## src/rtl/ecc_decode_pipe.sv

```systemverilog
// Pipelined SECDED Hamming decoder with saturating error counters.
// Build option: define ECC_DECODE_PIPE_BYPASS_EN to drop the input stage (1-cycle latency).
`timescale 1ns/1ps

package ecc_pkg;

  // Number of Hamming parity bits r: smallest r with 2^r >= data_width + r + 1.
  function automatic int unsigned get_cw_width(int unsigned data_width);
    int unsigned r;
    logic        found;
    r     = 0;
    found = 1'b0;
    for (int unsigned k = 1; k < 31; k++) begin
      if (!found && ((32'd1 << k) >= (data_width + k + 32'd1))) begin
        r     = k;
        found = 1'b1;
      end
    end
    return r;
  endfunction

  // Hamming position of data bit idx: the idx-th position that is not a power of two.
  function automatic int unsigned data_pos(int unsigned idx);
    int unsigned cnt;
    int unsigned pos_found;
    logic        found;
    cnt       = 0;
    pos_found = 0;
    found     = 1'b0;
    for (int unsigned pos = 3; pos < idx + 64; pos++) begin
      if (!found && ((pos & (pos - 32'd1)) != 0)) begin
        if (cnt == idx) begin
          pos_found = pos;
          found     = 1'b1;
        end
        cnt++;
      end
    end
    return pos_found;
  endfunction

endpackage

module ecc_decode_pipe #(
  parameter  int unsigned DataWidth = 64,
  parameter  int unsigned CntWidth  = 16,
  localparam int unsigned ParWidth  = ecc_pkg::get_cw_width(DataWidth),
  localparam int unsigned CwWidth   = DataWidth + ParWidth + 1
) (
  input  logic                 clk_i,
  input  logic                 rst_ni,
  input  logic                 in_valid_i,
  output logic                 in_ready_o,
  input  logic [CwWidth-1:0]   in_cw_i,
  output logic                 out_valid_o,
  input  logic                 out_ready_i,
  output logic [DataWidth-1:0] out_data_o,
  output logic [ParWidth-1:0]  out_syndrome_o,
  output logic                 out_single_err_o,
  output logic                 out_double_err_o,
  input  logic                 clear_cnt_i,
  output logic [CntWidth-1:0]  corr_cnt_o,
  output logic [CntWidth-1:0]  uncorr_cnt_o
);

  localparam int unsigned NumPos = DataWidth + ParWidth;

  logic                 s2_can_take_c;
  logic                 src_valid_c;
  logic [CwWidth-1:0]   dec_cw_c;
  logic [ParWidth-1:0]  syn_c;
  logic                 par_c;
  logic                 in_range_c;
  logic                 single_c;
  logic                 double_c;
  logic [DataWidth-1:0] data_c;
  logic                 out_hs_c;

  assign s2_can_take_c = !out_valid_o | out_ready_i;
  assign out_hs_c      = out_valid_o & out_ready_i;

`ifdef ECC_DECODE_PIPE_BYPASS_EN
  assign dec_cw_c    = in_cw_i;
  assign src_valid_c = in_valid_i;
  assign in_ready_o  = s2_can_take_c;
`else
  logic               s1_valid;
  logic [CwWidth-1:0] s1_cw;

  // Input stage: loads whenever empty or draining into the output stage.
  always_ff @(posedge clk_i or negedge rst_ni) begin
    if (!rst_ni) begin
      s1_valid <= 1'b0;
      s1_cw    <= '0;
    end else if (in_ready_o) begin
      s1_valid <= in_valid_i;
      if (in_valid_i) s1_cw <= in_cw_i;
    end
  end

  assign dec_cw_c    = s1_cw;
  assign src_valid_c = s1_valid;
  assign in_ready_o  = !s1_valid | s2_can_take_c;
`endif

  // Syndrome bit k collects every position whose index has bit k set.
  always_comb begin
    syn_c = '0;
    for (int unsigned i = 1; i <= NumPos; i++) begin
      for (int unsigned k = 0; k < ParWidth; k++) begin
        if (((i >> k) & 32'd1) != 0) syn_c[k] = syn_c[k] ^ dec_cw_c[i];
      end
    end
  end

  assign par_c      = ^dec_cw_c;
  assign in_range_c = 32'(syn_c) <= NumPos;
  assign single_c   = par_c & in_range_c;
  assign double_c   = par_c ? !in_range_c : (syn_c != '0);

  // A data bit flips only when a single error points exactly at its position.
  for (genvar d = 0; d < DataWidth; d++) begin : g_data
    localparam int unsigned Pos = ecc_pkg::data_pos(d);
    assign data_c[d] = dec_cw_c[Pos] ^ (par_c && (syn_c == ParWidth'(Pos)));
  end

  // Output stage: holds its contents while the consumer stalls.
  always_ff @(posedge clk_i or negedge rst_ni) begin
    if (!rst_ni) begin
      out_valid_o      <= 1'b0;
      out_data_o       <= '0;
      out_syndrome_o   <= '0;
      out_single_err_o <= 1'b0;
      out_double_err_o <= 1'b0;
    end else if (s2_can_take_c) begin
      out_valid_o <= src_valid_c;
      if (src_valid_c) begin
        out_data_o       <= data_c;
        out_syndrome_o   <= syn_c;
        out_single_err_o <= single_c;
        out_double_err_o <= double_c;
      end
    end
  end

  // Saturating statistics; clear wins over a simultaneous increment.
  always_ff @(posedge clk_i or negedge rst_ni) begin
    if (!rst_ni) begin
      corr_cnt_o   <= '0;
      uncorr_cnt_o <= '0;
    end else if (clear_cnt_i) begin
      corr_cnt_o   <= '0;
      uncorr_cnt_o <= '0;
    end else begin
      if (out_hs_c && out_single_err_o && (corr_cnt_o != '1))
        corr_cnt_o <= corr_cnt_o + CntWidth'(1);
      if (out_hs_c && out_double_err_o && (uncorr_cnt_o != '1))
        uncorr_cnt_o <= uncorr_cnt_o + CntWidth'(1);
    end
  end

endmodule

```

## config.mk

```make
export PLATFORM = sky130hd
export DESIGN_NAME = ecc_decode_pipe
export DESIGN_NICKNAME = d
export VERILOG_FILES = /design/src/rtl/ecc_decode_pipe.sv
export SDC_FILE = /design/constraint.sdc
export NUM_CORES = 1
export LEC_CHECK = 0
export BUFFER_PORTS_ARGS = -buffer_cell sky130_fd_sc_hd__buf_2
export CAP_MARGIN = 5
export CORE_ASPECT_RATIO = 0.6
export CORE_UTILIZATION = 35
export CTS_CLUSTER_DIAMETER = 60
export DETAILED_ROUTE_END_ITERATION = 12
export PLACE_DENSITY_LB_ADDON = 0.08
export SKIP_LAST_GASP = 1
export SYNTH_ARGS = -nofsm -noshare
export SYNTH_HDL_FRONTEND = slang
export SYNTH_SLANG_ARGS = --single-unit
export TNS_END_PERCENT = 50
```

## constraint.sdc

```tcl
create_clock -name clk_i -period 3.65 [get_ports clk_i]
set_input_delay 0.73 -clock clk_i [delete_from_list [all_inputs] [get_ports clk_i]]
set_output_delay 0.73 -clock clk_i [all_outputs]
set_load 0.01 [all_outputs]
```

Word-level counts from Yosys, hierarchy flattened
Index checks and enable logic that the tools add are counted.

operators by class
  $add $sub $neg = 2
  order comparisons = 1
  equal/unequal tests = 66
  multiplexer cells = 5
  bitwise operators = 273
  reductions and logical operators = 77

operators by type and width
  kind                                                    number
  XOR 1 bit                                               269
  equality test 7 x 6 -> 1 bit (second input constant)    31
  equality test 7 x 5 -> 1 bit (second input constant)    15
  XOR reduction 72 bit                                    1
  logical AND 1 bit                                       68
  two-way mux 16 bit                                      4
  equality test 7 x 4 -> 1 bit (second input constant)    7
  equality test 7 bit (second input constant)             7
  adder 16 x 1 -> 16 bit (second input constant)          2
  inequality test 16 bit (second input constant)          2
  equality test 7 x 3 -> 1 bit (second input constant)    3
  equality test 7 x 2 -> 1 bit (second input constant)    1
  less-or-equal comparator 7 bit (second input constant)  1
  nonzero test 7 bit                                      1
  AND reduction 2 bit                                     2
  nonzero test 2 bit                                      2
  zero test 1 bit                                         3
  bitwise AND 1 bit                                       2
  bitwise OR 1 bit                                        2
  two-way mux 1 bit                                       1

storage, ports and cells
  register bits after elaboration = 179
  bits of input ports = 77
  word-level logic and storage cells = 433

Logic depth before layout (Yosys ltp)
Gate-level depths: netlist of run 1.

  depth in word-level cells = 38
  mapped depth = 9

Least setup slack after synthesis of run 1
OpenSTA, ideal clock, no wires.

  path type = register to register
  start = register s1_cw[70], in the netlist dec_cw_c[70]
  end = register out_data_o[40]
  data arrival time = 2.881 ns
  path slack = 0.687 ns
  stages on the path, launching flop included = 10
  buffers on the path = 1
  period minus slack after synthesis = 2.963 ns
  cells stage by stage = dfrtp_1 -> xor2_1 -> xnor2_4 -> xor2_2 -> xnor3_2 -> or4_1 -> a21o_1 -> buf_6 -> or3_1 -> a31oi_1

on the way
  cells in the longest elaborated chain, start to end = 5
  elaborated cells between the ends (all ways) = 10

RTL lines
  item                          line  text
  start: declaration            88    logic [CwWidth-1:0] s1_cw;
  start signal: assignment      97    if (in_valid_i) s1_cw <= in_cw_i;
  XOR 1 bit (2 in a row)        111   if (((i >> k) & 32'd1) != 0) syn_c[k] = syn_c[k] ^ dec_cw_c[i];
  equality test 7 x 6 -> 1 bit  124   assign data_c[d] = dec_cw_c[Pos] ^ (par_c && (syn_c == ParWidth'(Pos)));
  logical AND 1 bit *           124
  XOR 1 bit *                   124
  end signal: assignment        138   out_data_o <= data_c;
  end: declaration              57    output logic [DataWidth-1:0] out_data_o,

Mark *: on every way between the ends. The rest lies on a longest branch, timed or not.
A chain may end at the register's enable or synchronous reset.

Final worst setup path of run 1
  start = register s1_cw[21], in the netlist dec_cw_c[21]
  end = register out_data_o[45]

on the way
  cells in the longest elaborated chain, start to end = 30
  elaborated cells between the ends (all ways) = 84

RTL lines
  item                          line
  XOR 1 bit (27 in a row)       111
  equality test 7 x 6 -> 1 bit  124
  logical AND 1 bit *           124
  XOR 1 bit *                   124

Marked as above.

==> summary.txt, run 1 <==
Outcome
  – Status: finished clean

Power and ir drop
  – VDD IR max: 0.001072 V
  – Pwr Density: 1160 nW/um^2
  – Power, Total: 13420 uW
  – Leak pwr: 0.004815 uW

Yosys
  – Count of different cell masters after synthesis: 44
  – Netlist area before placement: 9378 um^2
  – Post-synthesis average cell area: 10.78 um^2
  – Synthesized Nets: 949
  – Async set-or-reset flop fraction in the synthesized netlist: 1.000
  – Dominant synthesized flop cell: sky130_fd_sc_hd__dfrtp_1
  – Share of the yosys chip area belonging to registers: 0.4777
  – Number of enable-type register cells in the synthesized netlist: 0
  – Gate Count Post-Synth: 870
  – Seq cells post-synth: 179
  – Syn. warnings: 0

Die
  – Die area: 27470 um^2
  – Placement row count: 45
  – Ports: 184
  – Die span in x: 213.3 um
  – Initial core utilization: 0.3637
  – Vertical die dimension: 128.8 um
  – Core Footprint: 25790 um^2

Timing
  – Slew HR: 0.4374
  – Transition time at the pin with the least slew margin: 0.8382 ns
  – Min Hold Slack: 0.3214 ns
  – Count of final hold-check violations: 0
  – Pins Over Slew Limit: 0
  – Worst Clk Skew: 0.008027 ns
  – Crit path time final: 3.469 ns
  – Post-route fraction of the period consumed by the critical path: 0.9504
  – Setup_tns: 0 ns
  – Timing-limited maximum frequency: 288.3 MHz
  – Number of failing setup endpoints in the final timing report: 0

Placement
  – Placed standard-cell area: 10930 um^2
  – Final HPWL DP: 21130 um
  – Final Wtd Congestion: 0.8296
  – Number of instances in the placed design: 1406
  – Port bufs: 183

Cells and area
  – Total Nets Final: 1152
  – Layout Cell Area excl Fill: 11570 um^2
  – Fraction of final layout cells sized beyond drive strength 1: 0.3106
  – Area taken by multi-input logic gates: 4766 um^2
  – Most common cell after layout, fill and taps aside: sky130_fd_sc_hd__buf_2
  – Synth-to-layout area growth: 23.38%
  – Antenna Diode Count: 0
  – Sequential cell area: 4479 um^2
  – Final standard cell count with taps included and fillers excluded: 1437
  – Top library cells by usage in the layout, fill and taps aside: 182 x sky130_fd_sc_hd__buf_2, 179 x sky130_fd_sc_hd__dfrtp_1, 111 x sky130_fd_sc_hd__xnor2_1
  – Filler Cell Count: 2562

Run
  – Number of max-cap violations: 0

Global routing
  – Number of antenna violations at the first check in global routing: 0
  – Wire length of the first global-routing pass: 42230 um
  – Global-route congestion overflow total: 0
  – Overall routing resource usage: 0.2105
  – Largest net degree at the start of global routing: 114
  – Number of global-route vias before repair: 6585

Clocking
  – Clock tree from TritonCTS: yes
  – Worst-path clk slew: 0.07 ns
  – Clock insertion delay at the later pin of the skew report: 0.44 ns
  – CTS H-Tree Depth: 4
  – Cell chosen for the clock root: sky130_fd_sc_hd__clkbuf_16
  – Bufs on Longest Clock Path: 2
  – CTS Buf Count: 17
  – Sinks on the clock net: 179

Detailed routing
  – Vias per cell: 5.067
  – Post-DRT Antenna Nets: 0
  – Count of TritonRoute iterations in the first routing pass: 4
  – Iteration-0 DRC count of the detailed router: 487
  – Vias: 7281
  – Routed wire length per instance: 19.52 um
  – Total wirelength of the detailed-routed design: 28050 um
  – DRC errors left: 0

Worst setup path
  – Max incr delay on CP: 0.48 ns
  – Critical path data required time: 4.01 ns
  – Type of origin of the critical path: register
  – Sum of buffers and inverters on the critical path: 1
  – Data arrival, critical path: 3.83 ns
  – Library cell contributing the largest single delay on the critical path: sky130_fd_sc_hd__xnor3_1
  – Maximum fanout along the worst path: 6
  – Cell occurring most often along the worst timing path: sky130_fd_sc_hd__xnor2_1
  – Crit-path cells: xnor2_1 > xnor2_1 > xnor2_2 > xnor3_1 > nor3_1 > o211ai_1 > buf_4 > or3_1 > a31oi_1
  – Worst setup EP type: register
  – Startpoint-to-endpoint class of the critical path: register to register
  – Crit path max-delay family: XOR/XNOR gates

Min path
  – Type of the worst min-delay path: primary input to async pin
flip-flops by register name, indices dropped and copies added, names as in the netlist:
name	flops
corr_cnt_o	16
uncorr_cnt_o	16
out_double_err_o	1
out_valid_o	1
out_syndrome_o	7
out_single_err_o	1
out_data_o	64
s1_valid	1
dec_cw_c	72
cells in the mapped netlist, types with 10 or more instances:
| cell | count | share of area |
|---|---|---|
| sky130_fd_sc_hd__or3_1 | 51 | 0.034 |
| sky130_fd_sc_hd__a31oi_1 | 51 | 0.034 |
| sky130_fd_sc_hd__nor3_1 | 16 | 0.0085 |
| sky130_fd_sc_hd__dfrtp_1 | 179 | 0.48 |
| sky130_fd_sc_hd__o211ai_1 | 23 | 0.018 |
| sky130_fd_sc_hd__mux2_2 | 72 | 0.086 |
| sky130_fd_sc_hd__xor2_1 | 41 | 0.038 |
| sky130_fd_sc_hd__nand2_1 | 29 | 0.012 |
| sky130_fd_sc_hd__o21ai_0 | 59 | 0.031 |
| sky130_fd_sc_hd__xnor2_1 | 113 | 0.11 |
| sky130_fd_sc_hd__clkbuf_1 | 37 | 0.015 |
| sky130_fd_sc_hd__nand3_1 | 15 | 0.0080 |
| sky130_fd_sc_hd__nor2_1 | 91 | 0.036 |
| sky130_fd_sc_hd__nand4_1 | 10 | 0.0067 |
what timing repair did:
action / in CTS / in global routing
resized for setup: 0 / 3
hold buffers: 0 / 0
setup buffers: 0 / 0
hold endpoints to repair: 0 / 0
setup endpoints to repair: 0 / 9
where the power goes:
part	total, uW	leakage, uW	switching (uW)	internal (uW)
sequential	2780	0.00214	390	2390
clock	1950	0.000287	820	1130
combinational	8690	0.00239	5400	3290
total	13400	0.00481	6610	6810
worst paths after layout:
path	endpoint	cells past startpoint	slack (ns)	start
worst max-delay path	out_data_o[45]$_DFFE_PN0P_	9	0.18	dec_cw_c[21]$_DFFE_PN0P_
worst min-delay path	dec_cw_c[65]$_DFFE_PN0P_	1	0.32	rst_ni
worst max register to register	out_data_o[45]$_DFFE_PN0P_	9	0.18	dec_cw_c[21]$_DFFE_PN0P_
worst min register to register	out_syndrome_o[2]$_DFFE_PN0P_	2	0.48	out_syndrome_o[2]$_DFFE_PN0P_
max in group asynchronous	corr_cnt_o[7]$_DFFE_PN0P_	2	2.46	rst_ni
min in group clk_i	out_syndrome_o[2]$_DFFE_PN0P_	2	0.48	out_syndrome_o[2]$_DFFE_PN0P_
per-stage QoR:
stage	util	worst slack, ns
floorplan	-	0.6868
global placement	0.4237	-0.04745
detailed placement	0.4237	0.09427
CTS	0.4478	0.04550
global route	0.4487	-0.01577
finish	0.4487	0.1809
metal layers:
| layer | routed length (um) | GRT usage |
|---|---|---|
| met4 | 175 | 0.04286 |
| met2 | 11090 | 0.2743 |
| met1 | 15270 | 0.3412 |
| met5 | 0 | 0 |
| met3 | 1506 | 0.05004 |
area by class of cell:
cell class	count	share of cell area
Inverter	1	0.0003244
Timing Repair Buffer	223	0.1089
Multi-Input combinational cell	651	0.4119
Clock buffer	20	0.04034
Clock inverter	11	0.01330
Tap cell	352	0.03807
Sequential cell	179	0.3872
kinds of logic after synthesis:
group,count (synthesis),share of synthesized area
and+or+nand+nor,235,0.1230
DFF,179,0.4777
muxes,74,0.08859
xor gates and xnor gates,167,0.1741
adders and majority gates,2,0.002668
AOI/OAI and AO/OA,173,0.1163
buffers and inverters,40,0.01761
Power figures use the tool's default switching activity.
==> inputs of run 2 (changes only) <==
- CORE_UTILIZATION: 35 -> 56
==> summary.txt, run 2 (synthesized netlist as in run 1, its figures left out) <==
Cells and area
  – Number of flip-flops in the largest register: 72 (unchanged)
  – Most common cell after layout, fill and taps aside: sky130_fd_sc_hd__buf_2
  – Fraction of final layout cells sized beyond drive strength 1: 0.3023 (-0.008273)
  – Total Nets Final: 1141 (-0.95%)
  – Antenna Diode Count: 0 (unchanged)
  – Synth-to-layout area growth: 20.21%
  – Top library cells by usage in the layout, fill and taps aside: 182 x sky130_fd_sc_hd__buf_2, 179 x sky130_fd_sc_hd__dfrtp_1, 112 x sky130_fd_sc_hd__xnor2_1

Worst setup path
  – R2r endpoint: out_data_o[36]$_DFFE_PN0P_
  – Reg2reg path depth: 8 (-1)
  – Critical path data required time: 4.00 ns (about the same)
  – Worst setup EP type: register
  – Worst reg2reg path startpoint: dec_cw_c[5]$_DFFE_PN0P_
  – Type of origin of the critical path: register
  – Maximum fanout along the worst path: 30 (+24)
  – Data arrival, critical path: 3.83 ns (about the same)
  – Startpoint-to-endpoint class of the critical path: register to register
  – Register-to-register path setup slack: 0.16 ns (-0.02 ns)

Clocking
  – Clock tree from TritonCTS: yes
  – Worst-path clk slew: 0.08 ns (about the same)
  – CTS H-Tree Depth: 4 (unchanged)
  – Cell chosen for the clock root: sky130_fd_sc_hd__clkbuf_16
  – Total of hold buffers inserted after clock tree synthesis: 0 (unchanged)
  – CTS Buf Count: 17 (unchanged)
  – Sinks on the clock net: 179 (unchanged)
  – Bufs on Longest Clock Path: 2 (unchanged)
  – Clock insertion delay at the later pin of the skew report: 0.43 ns (about the same)

Global routing
  – Number of antenna violations at the first check in global routing: 0 (unchanged)
  – Wire length of the first global-routing pass: 38010 um (-10%)
  – Overall routing resource usage: 0.2929 (+0.08244)
  – Number of global-route vias before repair: 6827 (+3.7%)
  – Largest net degree at the start of global routing: 79 (-31%)
  – Global-route congestion overflow total: 0 (unchanged)

Placement
  – Final Wtd Congestion: 0.9212 (+11%)
  – Port bufs: 183 (unchanged)
  – Placement Setup Slack: 0.1189 ns (+0.02466 ns)
  – Final HPWL DP: 18050 um (-15%)

Die
  – Initial core utilization: 0.5751 (+0.2115)
  – Die area: 17280 um^2 (-37%)
  – Placement row count: 36 (-20%)
  – Vertical die dimension: 102.2 um (-21%)
  – Die span in x: 169.1 um (-21%)
  – Core Footprint: 16310 um^2 (-37%)
  – Ports: 184 (unchanged)

Min path
  – Type of the worst min-delay path: primary input to async pin

Timing
  – Worst Clk Skew: 0.01449 ns (+0.006460 ns)
  – Final WS setup: 0.1633 ns (-0.01759 ns)
  – Count of final hold-check violations: 0 (unchanged)
  – Pins Over Slew Limit: 0 (unchanged)
  – Transition time at the pin with the least slew margin: 0.8099 ns (-0.02836 ns)
  – Number of failing setup endpoints in the final timing report: 0 (unchanged)
  – Post-route fraction of the period consumed by the critical path: 0.9553 (+0.004818)
  – Timing-limited maximum frequency: 286.8 MHz (-0.50%)
  – Crit path time final: 3.487 ns (+0.01759 ns)
  – Slew HR: 0.4565 (+0.01903)
  – Min Hold Slack: 0.3045 ns (-0.01690 ns)
  – RSZ-0062 raised after global routing: true

Power and ir drop
  – Leak pwr: 0.004752 uW (-1.3%)
  – Pwr Density: 1137 nW/um^2 (-1.9%)
  – VDD IR max: 0.001106 V (+3.2%)

Detailed routing
  – Post-DRT Antenna Nets: 0 (unchanged)
  – Routed wire length per instance: 19.04 um (-2.4%)
  – DRC errors left: 0 (unchanged)
  – Vias per cell: 5.735 (+13%)
  – Count of TritonRoute iterations in the first routing pass: 5 (+1)
  – Total wirelength of the detailed-routed design: 24810 um (-12%)
  – Vias: 7473 (+2.6%)
  – Iteration-0 DRC count of the detailed router: 790 (+62%)

Run
  – Number of max-cap violations: 0 (unchanged)

Outcome
  – Status: finished clean
[run 2: cell types whose count changed in the layout (fill, tap and decap cells not counted), sizes merged]
cell      previous run  this run
buf                223       212
bufinv               3         1
clkbuf              20        17
clkinv               3         7
clkinvlp             5         1
inv                  1         7
[run 2: timing repair]
action,4_1_cts,5_1_grt
setup endpoints to repair,0,34
gates resized for setup,0,1
setup buffers,0,0
[run 2: worst max path at each step]
stage	start	to	slack, ns	depth (start not counted)
3_5_place_dp	dec_cw_c[62]$_DFFE_PN0P_	out_data_o[48]$_DFFE_PN0P_	0.12	9
2_1_floorplan	dec_cw_c[70]$_DFFE_PN0P_	out_data_o[40]$_DFFE_PN0P_	0.69	9
5_1_grt	dec_cw_c[5]$_DFFE_PN0P_	out_data_o[36]$_DFFE_PN0P_	-0.02	8
4_1_cts	dec_cw_c[62]$_DFFE_PN0P_	out_data_o[48]$_DFFE_PN0P_	0.07	9
3_3_place_gp	dec_cw_c[61]$_DFFE_PN0P_	out_data_o[48]$_DFFE_PN0P_	0.16	9
6_report	dec_cw_c[5]$_DFFE_PN0P_	out_data_o[36]$_DFFE_PN0P_	0.16	8
[run 2: critical path: stages (launching register included)]
cell	delay, ns
sky130_fd_sc_hd__dfrtp_1	0.43
sky130_fd_sc_hd__xor2_1	0.19
sky130_fd_sc_hd__xnor2_1	0.32
sky130_fd_sc_hd__xnor2_1	0.25
sky130_fd_sc_hd__xnor3_2	0.57
sky130_fd_sc_hd__or4_1	0.54
sky130_fd_sc_hd__a21o_1	0.46
sky130_fd_sc_hd__or3_1	0.47
sky130_fd_sc_hd__a31oi_1	0.17
[run 2: layout make-up]
cell class,count,area (um^2)
inverters,1,3.754
fillers,1309,5032
multi-input cells,651,4746
clock inverters,15,168.9
well taps,228,285.3
repair buffers,212,1165
clock buffers,17,425.4
flip-flops and latches,179,4479
[run 2: metal layers]
metal	vias to the layer above	track usage	routed length (um)
met4	0	0.05267	240
met5	-	0	0
met2	304	0.4202	10520
met1	3645	0.4599	12020
met3	23	0.06003	2030
li1	3501	-	-
[run 2: stage by stage]
stage	std cells	total power (uW)	util	instance area, um^2	TNS (ns)
final	1303	12820	0.6914	11270	0
after detailed placement	1271	10650	0.6545	10670	0
after floorplan	870	7885	-	9378	0
after CTS	1303	12530	0.6909	11270	0
after global placement	1271	10530	0.6545	10670	0
after global routing	1303	13540	0.6914	11270	-0.03761
[run 2: report_power, final]
group	leakage (uW)	total, uW	internal (uW)	switching (uW)
registers	0.00214	2770	2390	379
logic	0.00233	8210	3040	5170
clock network	0.000289	1840	973	871
